===== config.mk =====
export PLATFORM = sky130hd
export DESIGN_NAME = mem_arbiter
export DESIGN_NICKNAME = d
export VERILOG_FILES = /design/src/rtl/mem_arbiter.sv
export SDC_FILE = /design/constraint.sdc
export NUM_CORES = 1
export LEC_CHECK = 0
export CAP_MARGIN = 20
export CELL_PAD_IN_SITES_DETAIL_PLACEMENT = 1
export CELL_PAD_IN_SITES_GLOBAL_PLACEMENT = 2
export CORE_MARGIN = 2
export CORE_UTILIZATION = 10
export DETAILED_ROUTE_END_ITERATION = 10
export GPL_TIMING_DRIVEN = 0
export MAX_ROUTING_LAYER = met4
export PLACE_DENSITY = 0.95
export SYNTH_ARGS = -nofsm -noshare
export SYNTH_HDL_FRONTEND = slang
export SYNTH_SLANG_ARGS = --single-unit

===== constraint.sdc =====
create_clock -name clock -period 1.9 [get_ports clock]
set_clock_uncertainty 0.15 [all_clocks]
set_input_delay 0.285 -clock clock [delete_from_list [all_inputs] [get_ports clock]]
set_output_delay 0.285 -clock clock [all_outputs]
set_load 0.05 [all_outputs]

===== src/rtl/mem_arbiter.sv =====
// Two-port arbiter for a single-port RAM with a 1-cycle registered read.
// Port A has priority; port B is forced after STARVE_LIMIT consecutive contended A wins.
module mem_arbiter #(
  parameter int ADDR_W       = 12,
  parameter int DATA_W       = 32,
  parameter int STARVE_LIMIT = 4
) (
  input  logic              clock,
  input  logic              reset,
  input  logic              a_req,
  input  logic              a_wren,
  input  logic [ADDR_W-1:0] a_addr,
  input  logic [DATA_W-1:0] a_data,
  output logic              a_stall,
  output logic [DATA_W-1:0] a_q,
  output logic              a_qvalid,
  input  logic              b_req,
  input  logic              b_wren,
  input  logic [ADDR_W-1:0] b_addr,
  input  logic [DATA_W-1:0] b_data,
  output logic              b_gnt,
  output logic [DATA_W-1:0] b_q,
  output logic              b_qvalid,
  output logic              ram_wEn,
  output logic [ADDR_W-1:0] ram_addr,
  output logic [DATA_W-1:0] ram_dataIn,
  input  logic [DATA_W-1:0] ram_dataOut
);

  localparam int CNT_W = (STARVE_LIMIT < 1) ? 1 : $clog2(STARVE_LIMIT + 1);
  localparam logic [CNT_W-1:0] LIMIT_C = CNT_W'(STARVE_LIMIT);

  logic [CNT_W-1:0] starve_cnt_r;
  logic [CNT_W-1:0] starve_nxt_s;
  logic             starve_max_s;
  logic             gnt_a_s;
  logic             gnt_b_s;
  logic             a_qvalid_r;
  logic             b_qvalid_r;

  assign starve_max_s = (starve_cnt_r == LIMIT_C);

  // Grant decision: A wins contention until its streak reaches the limit.
  always_comb begin
    gnt_a_s = 1'b0;
    gnt_b_s = 1'b0;
    if (reset) begin
      gnt_a_s = 1'b0;
      gnt_b_s = 1'b0;
    end else begin
      case ({a_req, b_req})
        2'b10: gnt_a_s = 1'b1;
        2'b01: gnt_b_s = 1'b1;
        2'b11: begin
          if (starve_max_s) begin
            gnt_b_s = 1'b1;
          end else begin
            gnt_a_s = 1'b1;
          end
        end
        default: begin
          gnt_a_s = 1'b0;
          gnt_b_s = 1'b0;
        end
      endcase
    end
  end

  // Streak counter next value; saturation guard keeps it bounded even if misused.
  always_comb begin
    starve_nxt_s = starve_cnt_r;
    if (a_req && b_req && gnt_a_s) begin
      if (starve_max_s) begin
        starve_nxt_s = starve_cnt_r;
      end else begin
        starve_nxt_s = starve_cnt_r + CNT_W'(1);
      end
    end else begin
      starve_nxt_s = {CNT_W{1'b0}};
    end
  end

  // Streak counter register.
  always_ff @(posedge clock) begin
    if (reset) begin
      starve_cnt_r <= {CNT_W{1'b0}};
    end else begin
      starve_cnt_r <= starve_nxt_s;
    end
  end

  // RAM request mux; idle cycles present port A fields.
  always_comb begin
    ram_addr   = a_addr;
    ram_dataIn = a_data;
    if (gnt_b_s) begin
      ram_addr   = b_addr;
      ram_dataIn = b_data;
    end else begin
      ram_addr   = a_addr;
      ram_dataIn = a_data;
    end
  end

  assign ram_wEn = (gnt_a_s & a_wren) | (gnt_b_s & b_wren);
  assign a_stall = ~reset & a_req & ~gnt_a_s;
  assign b_gnt   = gnt_b_s;

  // Read-valid strobes track the RAM's one-cycle registered read.
  always_ff @(posedge clock) begin
    if (reset) begin
      a_qvalid_r <= 1'b0;
      b_qvalid_r <= 1'b0;
    end else begin
      a_qvalid_r <= gnt_a_s & ~a_wren;
      b_qvalid_r <= gnt_b_s & ~b_wren;
    end
  end

  assign a_qvalid = a_qvalid_r;
  assign b_qvalid = b_qvalid_r;
  assign a_q      = ram_dataOut;
  assign b_q      = ram_dataOut;

endmodule


After elaboration in Yosys (flattened, before gate mapping)
Cells that the tools add are included.
{"block": "totals", "regBits": 5, "wordCells": 31, "output_inout_bits": 113, "input_bits": 126}
{"block": "op_classes", "n_mux": 8, "n_eq_ne": 4, "add_sub_neg": 1, "n_reduce_logical": 3, "bitwise_logic": 12}
{"cell": "$mux 32", "n": 1}
{"cell": "$mux 12", "n": 1}
{"cell": "$and 1x1->1", "n": 6}
{"cell": "$not 1->1", "n": 5}
{"cell": "$eq 2x2->1 const B", "n": 2}
{"cell": "$mux 1", "n": 4}
{"cell": "$pmux 1 s2", "n": 2}
{"cell": "$add 3x1->3 const B", "n": 1}
{"cell": "$eq 3x3->1 const B", "n": 1}
{"cell": "$eq 2x1->1 const B", "n": 1}
{"cell": "$logic_and 1x1->1", "n": 2}
{"cell": "$reduce_or 2->1", "n": 1}
{"cell": "$or 1x1->1", "n": 1}

Longest topological paths before layout
Gate-level depths: netlist of the first run.
{"block": "depth", "ltp_word": 7, "ltp_mapped": 7, "ltp_nobuf": 5}

Worst setup path after synthesis of the first run
No wires, ideal clock.
{"block": "synth_path", "kind": "flip-flop to output port", "from": "reg starve_cnt_r[0]", "to": "out ram_wEn", "path_buffers": 0, "stages_incl_launch_ff": 6, "arrival_time_ns": 1.609, "slack_ns": -0.144, "path_cell_list": "dfxtp_1 inv_1 ha_1 nand2_4 a21o_1 a21oi_1"}
{"block": "synth_between", "elab_chain_len": 6, "word_cells_on_any_way": 10}
{"item": "start: declaration", "line": "33", "rtl": "logic [CNT_W-1:0] starve_cnt_r;"}
{"item": "start signal: assignment", "line": "86", "rtl": "starve_cnt_r <= {CNT_W{1'b0}};"}
{"item": "start signal: assignment", "line": "88", "rtl": "starve_cnt_r <= starve_nxt_s;"}
{"item": "$eq 3x3->1 *", "line": "41", "rtl": "assign starve_max_s = (starve_cnt_r == LIMIT_C);"}
{"item": "$mux 1", "line": "55", "rtl": "if (starve_max_s) begin"}
{"item": "$pmux 1 s2", "line": "51", "rtl": "case ({a_req, b_req})"}
{"item": "$mux 1", "line": "47", "rtl": "if (reset) begin"}
{"item": "$and 1x1->1", "line": "105", "rtl": "assign ram_wEn = (gnt_a_s & a_wren) | (gnt_b_s & b_wren);"}
{"item": "$or 1x1->1 *", "line": "105"}
{"item": "end: declaration", "line": "24", "rtl": "output logic ram_wEn,"}
Every way passes the cells marked *; elsewhere a longest branch is shown, timed or not.

Worst setup path in the final report of the first run
{"block": "layout_path", "from": "reg starve_cnt_r[1]", "to": "out ram_addr[8]"}
{"block": "layout_between", "elab_chain_len": 5}
{"item": "$eq 3x3->1", "line": "41"}
{"item": "$mux 1", "line": "55"}
{"item": "$pmux 1 s2", "line": "51"}
{"item": "$mux 1", "line": "47"}
{"item": "$mux 12", "line": "96", "rtl": "if (gnt_b_s) begin"}
{"item": "end: declaration", "line": "25", "rtl": "output logic [ADDR_W-1:0] ram_addr,"}
No other way between the ends.

==> results.md, run 1 <==
- Vias: 1818
- Critical path class: flop to output port
- Chip width: 126 um
- Slew HR: 0.650
- Area delta synth->final: 187%
- Iter 0 DRT Violations: 9
- Die H: 126 um
- Worst Path Max Fanout: 6
- Largest area contributor in the netlist: mux2_4
- Most frequent cells in the layout: 156 x clkdlybuf4s50_1, 71 x buf_4, 41 x mux2_4
- Least-Margin Pin Slew: 0.523 ns
- Crit path top cell by count: buf_12
- Sequential area share after synthesis: 0.0677
- Register clock-pin slew on the reported worst setup and hold paths: 0.04 ns
- Pin count of the biggest net entering global routing: 7
- Max Buffers Root-to-Sink: 2
- Initial DRT Pass Iterations: 2
- Mapped Cells: 140
- Num rows: 44
- Max Slew Vio Count: 0
- DR WL/cell: 14.1 um
- Worst EP required: 1.46 ns
- Slowest CP cell: dfxtp_2
- Commonest non-fill, non-tap cell in the layout: clkdlybuf4s50_1
- Mapped Avg Cell Area: 10.6 um^2
- Vias per std cell: 3.29
- CP arrival: 1.90 ns
- Yosys synthesis warning count: 0
- Share of cells above drive strength 1: 0.522
- TNS Setup: -17.33 ns
- VDD IR-drop max: 623 uV
- Failing checks: negative setup slack
- Starting Density: 0.102
- N_diodes: 0
- Post-place setup slack: -1.10 ns
- Leakage: 1.86 nW
- Crit path largest cell delay: 0.32 ns
- Final worst setup slack: -0.433 ns
- Core area: 14500 um^2
- Global-route wire length before repair: 11200 um
- Antenna violations before repair: 0
- Die ar.: 15800 um^2
- Hold_buf cts: 0
- Hold WS: 0.327 ns
- Share of the synthesized area in the top cell type: 0.386
- Dpl hpwl: 6680 um
- Synthesized Nets: 268
- Routed WL: 7760 um
- Startpoint class of the critical path: flop
- Hold Crit Class: input port to flop
- Final Net Count: 497
- Unique masters post-synth: 20
- Routability Congestion: 0.788
- Non-filler instance count after layout: 552
- P per Cell Area: 430 nW/um^2
- Final setup violation count: 46
- CTS tree: built
- Max Cap Violations: 0
- Unrepaired setup endpoints after global routing: yes
- Grt total ovfl: 0
- Post-layout min period: 2.33 ns
- Hold Violations, Final: 0
- CTS root buf: clkbuf_16
- Crit. End Element: output port
- Vias in the first global route: 1983
- Top cells by area, synth: mux2_4 39%, buf_4 32%, buf_12 6.8%, dfxtp_1 6.8%, mux2_2 4.6%
- R2r setup slk: 0.29 ns
- Antenna-violating nets left: 0
- Max Clk Rate: 0.429 GHz
- Worst-skew pair later-pin latency: 0.23 ns
- CTS H-tree lvls: 1
- Total Routing Usage GR: 0.0927
- Port buffer count: 206
- Mapped cell area: 1480 um^2
- # DRC: 0
- Final worst-path cycle share: 1.23
- CP Cell Sequence: inv_2, ha_4, nand2_4, a21boi_4, buf_12, buf_12, buf_12, mux2_4, buf_6
- Placed insts: 530
- Synthesized flop and latch total: 5
- Num ports: 239
- Status: finished with violations
- TritonCTS Buffers: 3
- Clk sink count: 5
==> final cells by class <==
| type | instances | area, um^2 |
|---|---|---|
| clock buffers | 3 | 75.1 |
| flip-flops and latches | 5 | 103 |
| clock inverters | 1 | 5.00 |
| inverters | 2 | 7.51 |
| multi-input cells | 64 | 818 |
| well taps | 184 | 230 |
| plain buffers | 69 | 581 |
| repair buffers | 224 | 2430 |
| fillers | 1618 | 10200 |
==> through the flow <==
| step | cell area, um^2 | utilization | power [mW] |
|---|---|---|---|
| floorplan | 1500 | - | 0.895 |
| global placement | 3790 | 0.262 | 1.37 |
| detailed placement | 3790 | 0.262 | 1.38 |
| CTS | 4240 | 0.293 | 1.84 |
| global route | 4250 | 0.293 | 1.89 |
| finish | 4250 | 0.293 | 1.83 |
==> cells in the mapped netlist (all sizes together) <==
cell type	number
nor3b	1
nand3	2
and4	1
nor3	1
a21o	1
inv	2
mux2	44
buf	69
nand2	4
nor2	3
nor2b	2
a21boi	1
a21oi	1
mux2i	1
dfxtp	5
ha	2
==> critical path: cells and delay by family, from the launching register on <==
family / cells / cell delay (ns)
buffers and inverters: 5 / 0.62
adders and majority gates: 1 / 0.16
and+or+nand+nor: 1 / 0.07
DFF: 1 / 0.32
AOI/OAI and AO/OA: 1 / 0.18
muxes: 1 / 0.31
==> where the power goes <==
part / leakage [nW] / internal, mW / switching [mW]
sequential: 0.0416 / 0.108 / 0.00123
clock: 0.0409 / 0.276 / 0.0787
combinational: 1.77 / 0.662 / 0.701
==> sequential cells by signal, indices dropped and copies added, names as in the netlist <==
signal and count:
a_qvalid 1, b_qvalid 1, starve_cnt_r 3
==> routing by layer <==
layer  GRT usage  vias to the layer above  routed length [um]  part of all wire
met5           -                        -                   0                 0
met4      0.0137                        0                  42            0.0054
met3      0.0115                        4                 463             0.060
met2       0.192                       95                4640              0.60
met1      0.0927                      856                2610              0.34
li1            -                      863                   -                 -
==> repair_timing <==
| item | in CTS | in global routing |
|---|---|---|
| cloned | 5 | 0 |
| resized for setup | 349 | 9 |
| buffers inserted | 10 | 6 |
| pin swaps | 2 | 4 |
| setup endpoints to repair | 47 | 46 |
==> kinds of logic (layout without fill, tap and decap cells) <==
family          after synthesis  count (layout)  synth area share
mux                          45              45             0.438
flops                         5               5            0.0677
fa+ha+maj                     2               2            0.0169
simple gates                 14              14            0.0584
buf+inv                      71             299             0.398
compound gates                3               3            0.0212
==> worst paths after layout <==
check                           cells past startpoint                            to                          from
worst max register to register                      9           b_qvalid$_SDFF_PP0_  starve_cnt_r[1]$_SDFFE_PP0P_
worst max-delay path                                9                   ram_addr[8]  starve_cnt_r[1]$_SDFFE_PP0P_
worst min-delay path                                2           a_qvalid$_SDFF_PP0_                         reset
worst min register to register                      2  starve_cnt_r[0]$_SDFFE_PP0P_  starve_cnt_r[0]$_SDFFE_PP0P_
Note: power is estimated with default switching activity, not from simulation.
==> run 2: changes to the inputs <==
--- a/config.mk
+++ b/config.mk
@@ -8,7 +8,7 @@
 export CAP_MARGIN = 20
 export CELL_PAD_IN_SITES_DETAIL_PLACEMENT = 1
 export CELL_PAD_IN_SITES_GLOBAL_PLACEMENT = 2
-export CORE_MARGIN = 2
+export CORE_MARGIN = 10
 export CORE_UTILIZATION = 10
 export DETAILED_ROUTE_END_ITERATION = 10
 export GPL_TIMING_DRIVEN = 0
==> run 2 against run 1 <==
Compared with the run above: wire length rose by 21%; hold slack improved by 0.0089 ns; first-iteration DRC count fell by 33%; the flow still finishes with violations (negative setup slack); sequential share of layout area barely moved; global-route usage fell by 0.65 points; final cell count did not move; highest routed layer unchanged; total power fell by 0.23%.
==> results.md, run 2 (synthesis gave the netlist of run 1 again) <==
- Most frequent cells in the layout: 156 x clkdlybuf4s50_1, 71 x buf_4, 42 x mux2_4 (was 156 x clkdlybuf4s50_1, 71 x buf_4, 41 x mux2_4)
- Vias: 1806 (was 1818)
- Area delta synth->final: 187% (about the same)
- Hold Violations, Final: 0 (unchanged)
- DR WL/cell: 17.0 um (was 14.1 um)
- Core area: 14500 um^2 (about the same)
- P per Cell Area: 430 nW/um^2 (about the same)
- Failing checks: negative setup slack (unchanged)
- Critical path class: flop to output port (unchanged)
- Unrepaired setup endpoints after global routing: yes (unchanged)
- Num ports: 239 (unchanged)
- Starting Density: 0.102 (about the same)
- Leakage: 1.86 nW (about the same)
- R2r setup slk: 0.43 ns (was 0.29 ns)
- Antenna violations before repair: 0 (unchanged)
- Port buffer count: 206 (unchanged)
- Post-place setup slack: -1.12 ns (was -1.10 ns)
- Pin count of the biggest net entering global routing: 10 (was 7)
- Non-filler instance count after layout: 552 (unchanged)
- Placed insts: 530 (unchanged)
- Die H: 142 um (was 126 um)
- Startpoint class of the critical path: flop (unchanged)
- VDD IR-drop max: 441 uV (was 623 uV)
- Post-layout min period: 2.30 ns (was 2.33 ns)
- Final worst-path cycle share: 1.21 (was 1.23)
- Grt total ovfl: 0 (unchanged)
- Clk sink count: 5 (unchanged)
- CTS tree: built (unchanged)
- Hold_buf cts: 0 (unchanged)
- Routed WL: 9370 um (was 7760 um)
- CTS root buf: clkbuf_16 (unchanged)
- Register clock-pin slew on the reported worst setup and hold paths: 0.03 ns (was 0.04 ns)
- Commonest non-fill, non-tap cell in the layout: clkdlybuf4s50_1 (unchanged)
- Dpl hpwl: 8340 um (was 6680 um)
- Total Routing Usage GR: 0.0862 (was 0.0927)
- Share of cells above drive strength 1: 0.519 (was 0.522)
- Slew HR: 0.644 (was 0.650)
- Max Clk Rate: 0.435 GHz (was 0.429 GHz)
- Final setup violation count: 46 (unchanged)
- CP arrival: 1.86 ns (was 1.90 ns)
- Num rows: 44 (unchanged)
- Antenna-violating nets left: 0 (unchanged)
- N_diodes: 0 (unchanged)
- Max Buffers Root-to-Sink: 2 (unchanged)
- Final Net Count: 497 (unchanged)
- Fill count: 1650 (was 1618)
- Vias per std cell: 3.27 (was 3.29)
- Worst-skew pair later-pin latency: 0.22 ns (was 0.23 ns)
- Routability Congestion: 0.732 (was 0.788)
- Largest register FFs: 3 (unchanged)
- Largest Register: starve_cnt_r (unchanged)
- Initial DRT Pass Iterations: 2 (unchanged)
- CTS H-tree lvls: 1 (unchanged)
- Worst Path Max Fanout: 9 (was 6)
- Final worst setup slack: -0.397 ns (was -0.433 ns)
- Max Slew Vio Count: 0 (unchanged)
- Iter 0 DRT Violations: 6 (was 9)
- Status: finished with violations (unchanged)
- Post-place instance area: 3790 um^2 (unchanged)
- Global-route wire length before repair: 13200 um (was 11200 um)
- Chip width: 142 um (was 126 um)
- Vias in the first global route: 2080 (was 1983)
- # DRC: 0 (unchanged)
- Least-Margin Pin Slew: 0.532 ns (was 0.523 ns)
- Worst EP required: 1.46 ns (about the same)
- Max Cap Violations: 0 (unchanged)
- TritonCTS Buffers: 3 (unchanged)
- Die ar.: 20100 um^2 (was 15800 um^2)
- Crit. End Element: output port (unchanged)
- Hold Crit Class: input port to flop (unchanged)
- Design Area, Final: 4240 um^2 (was 4250 um^2)
## run 2: cell count changes in the layout (fill, tap and decap cells not counted)
cell / before / now
mux2_2: 3 / 2
buf_8: 8 / 11
mux2_4: 41 / 42
dlygate4sd2_1: 3 / 2
bufbuf_16: 0 / 1
clkdlybuf4s15_1: 0 / 1
clkinv_2: 1 / 0
clkbuf_1: 0 / 1
buf_6: 39 / 40
buf_12: 12 / 7
## run 2: critical path, cell delays in order (launching register included)
cell and delay, ns:
dfxtp_2 0.31, inv_2 0.06, ha_4 0.15, nand2_4 0.06, a21boi_4 0.17, buf_12 0.16
bufbuf_16 0.26, mux2_4 0.30, buf_6 0.15
## run 2: stage by stage
step	utilization	TNS [ns]	hold slack [ns]	power (mW)
5_1_grt	0.292	-17.51	0.373	1.89
3_3_place_gp	0.261	-48.89	0.292	1.38
4_1_cts	0.291	-15.53	0.341	1.84
2_1_floorplan	-	0	0.207	0.895
3_5_place_dp	0.261	-49.90	0.335	1.39
6_report	0.292	-14.90	0.336	1.82
## run 2: final timing paths
| path | from | to | cells after the start |
|---|---|---|---|
| worst max-delay path | starve_cnt_r[0]$_SDFFE_PP0P_ | ram_dataIn[13] | 8 |
| worst min-delay path | reset | a_qvalid$_SDFF_PP0_ | 2 |
| worst min register to register | starve_cnt_r[0]$_SDFFE_PP0P_ | starve_cnt_r[0]$_SDFFE_PP0P_ | 2 |
| worst max register to register | starve_cnt_r[0]$_SDFFE_PP0P_ | b_qvalid$_SDFF_PP0_ | 8 |
## run 2: power breakdown
group	internal (mW)	switching, mW	leakage [nW]	total [mW]
Sequential	0.108	0.00110	0.0416	0.110
Clock	0.278	0.0670	0.0382	0.345
Combinational	0.663	0.705	1.78	1.37
## run 2: routing by layer
metal | GRT usage | wire length [um] | vias up
li1 | - | - | 862
met1 | 0.0730 | 2800 | 857
met2 | 0.184 | 5890 | 85
met3 | 0.0237 | 680 | 2
met4 | 0.00646 | 8 | 0
met5 | - | 0 | -
## run 2: layout make-up
cell class              instances  area (um^2)  area share
inverters                       2         7.51     0.00177
repair buffers                224         2420       0.570
flip-flops and latches          5          103      0.0242
multi-input cells              64          822       0.194
plain buffers                  69          581       0.137
well taps                     184          230      0.0543
clock buffers                   4         78.8      0.0186
## run 2: what timing repair did
| item | CTS | global route |
|---|---|---|
| cloned | 5 | 0 |
| gates resized for setup | 353 | 9 |
| pin swaps | 2 | 1 |
| setup endpoints to repair | 47 | 46 |
| buffers inserted | 12 | 3 |
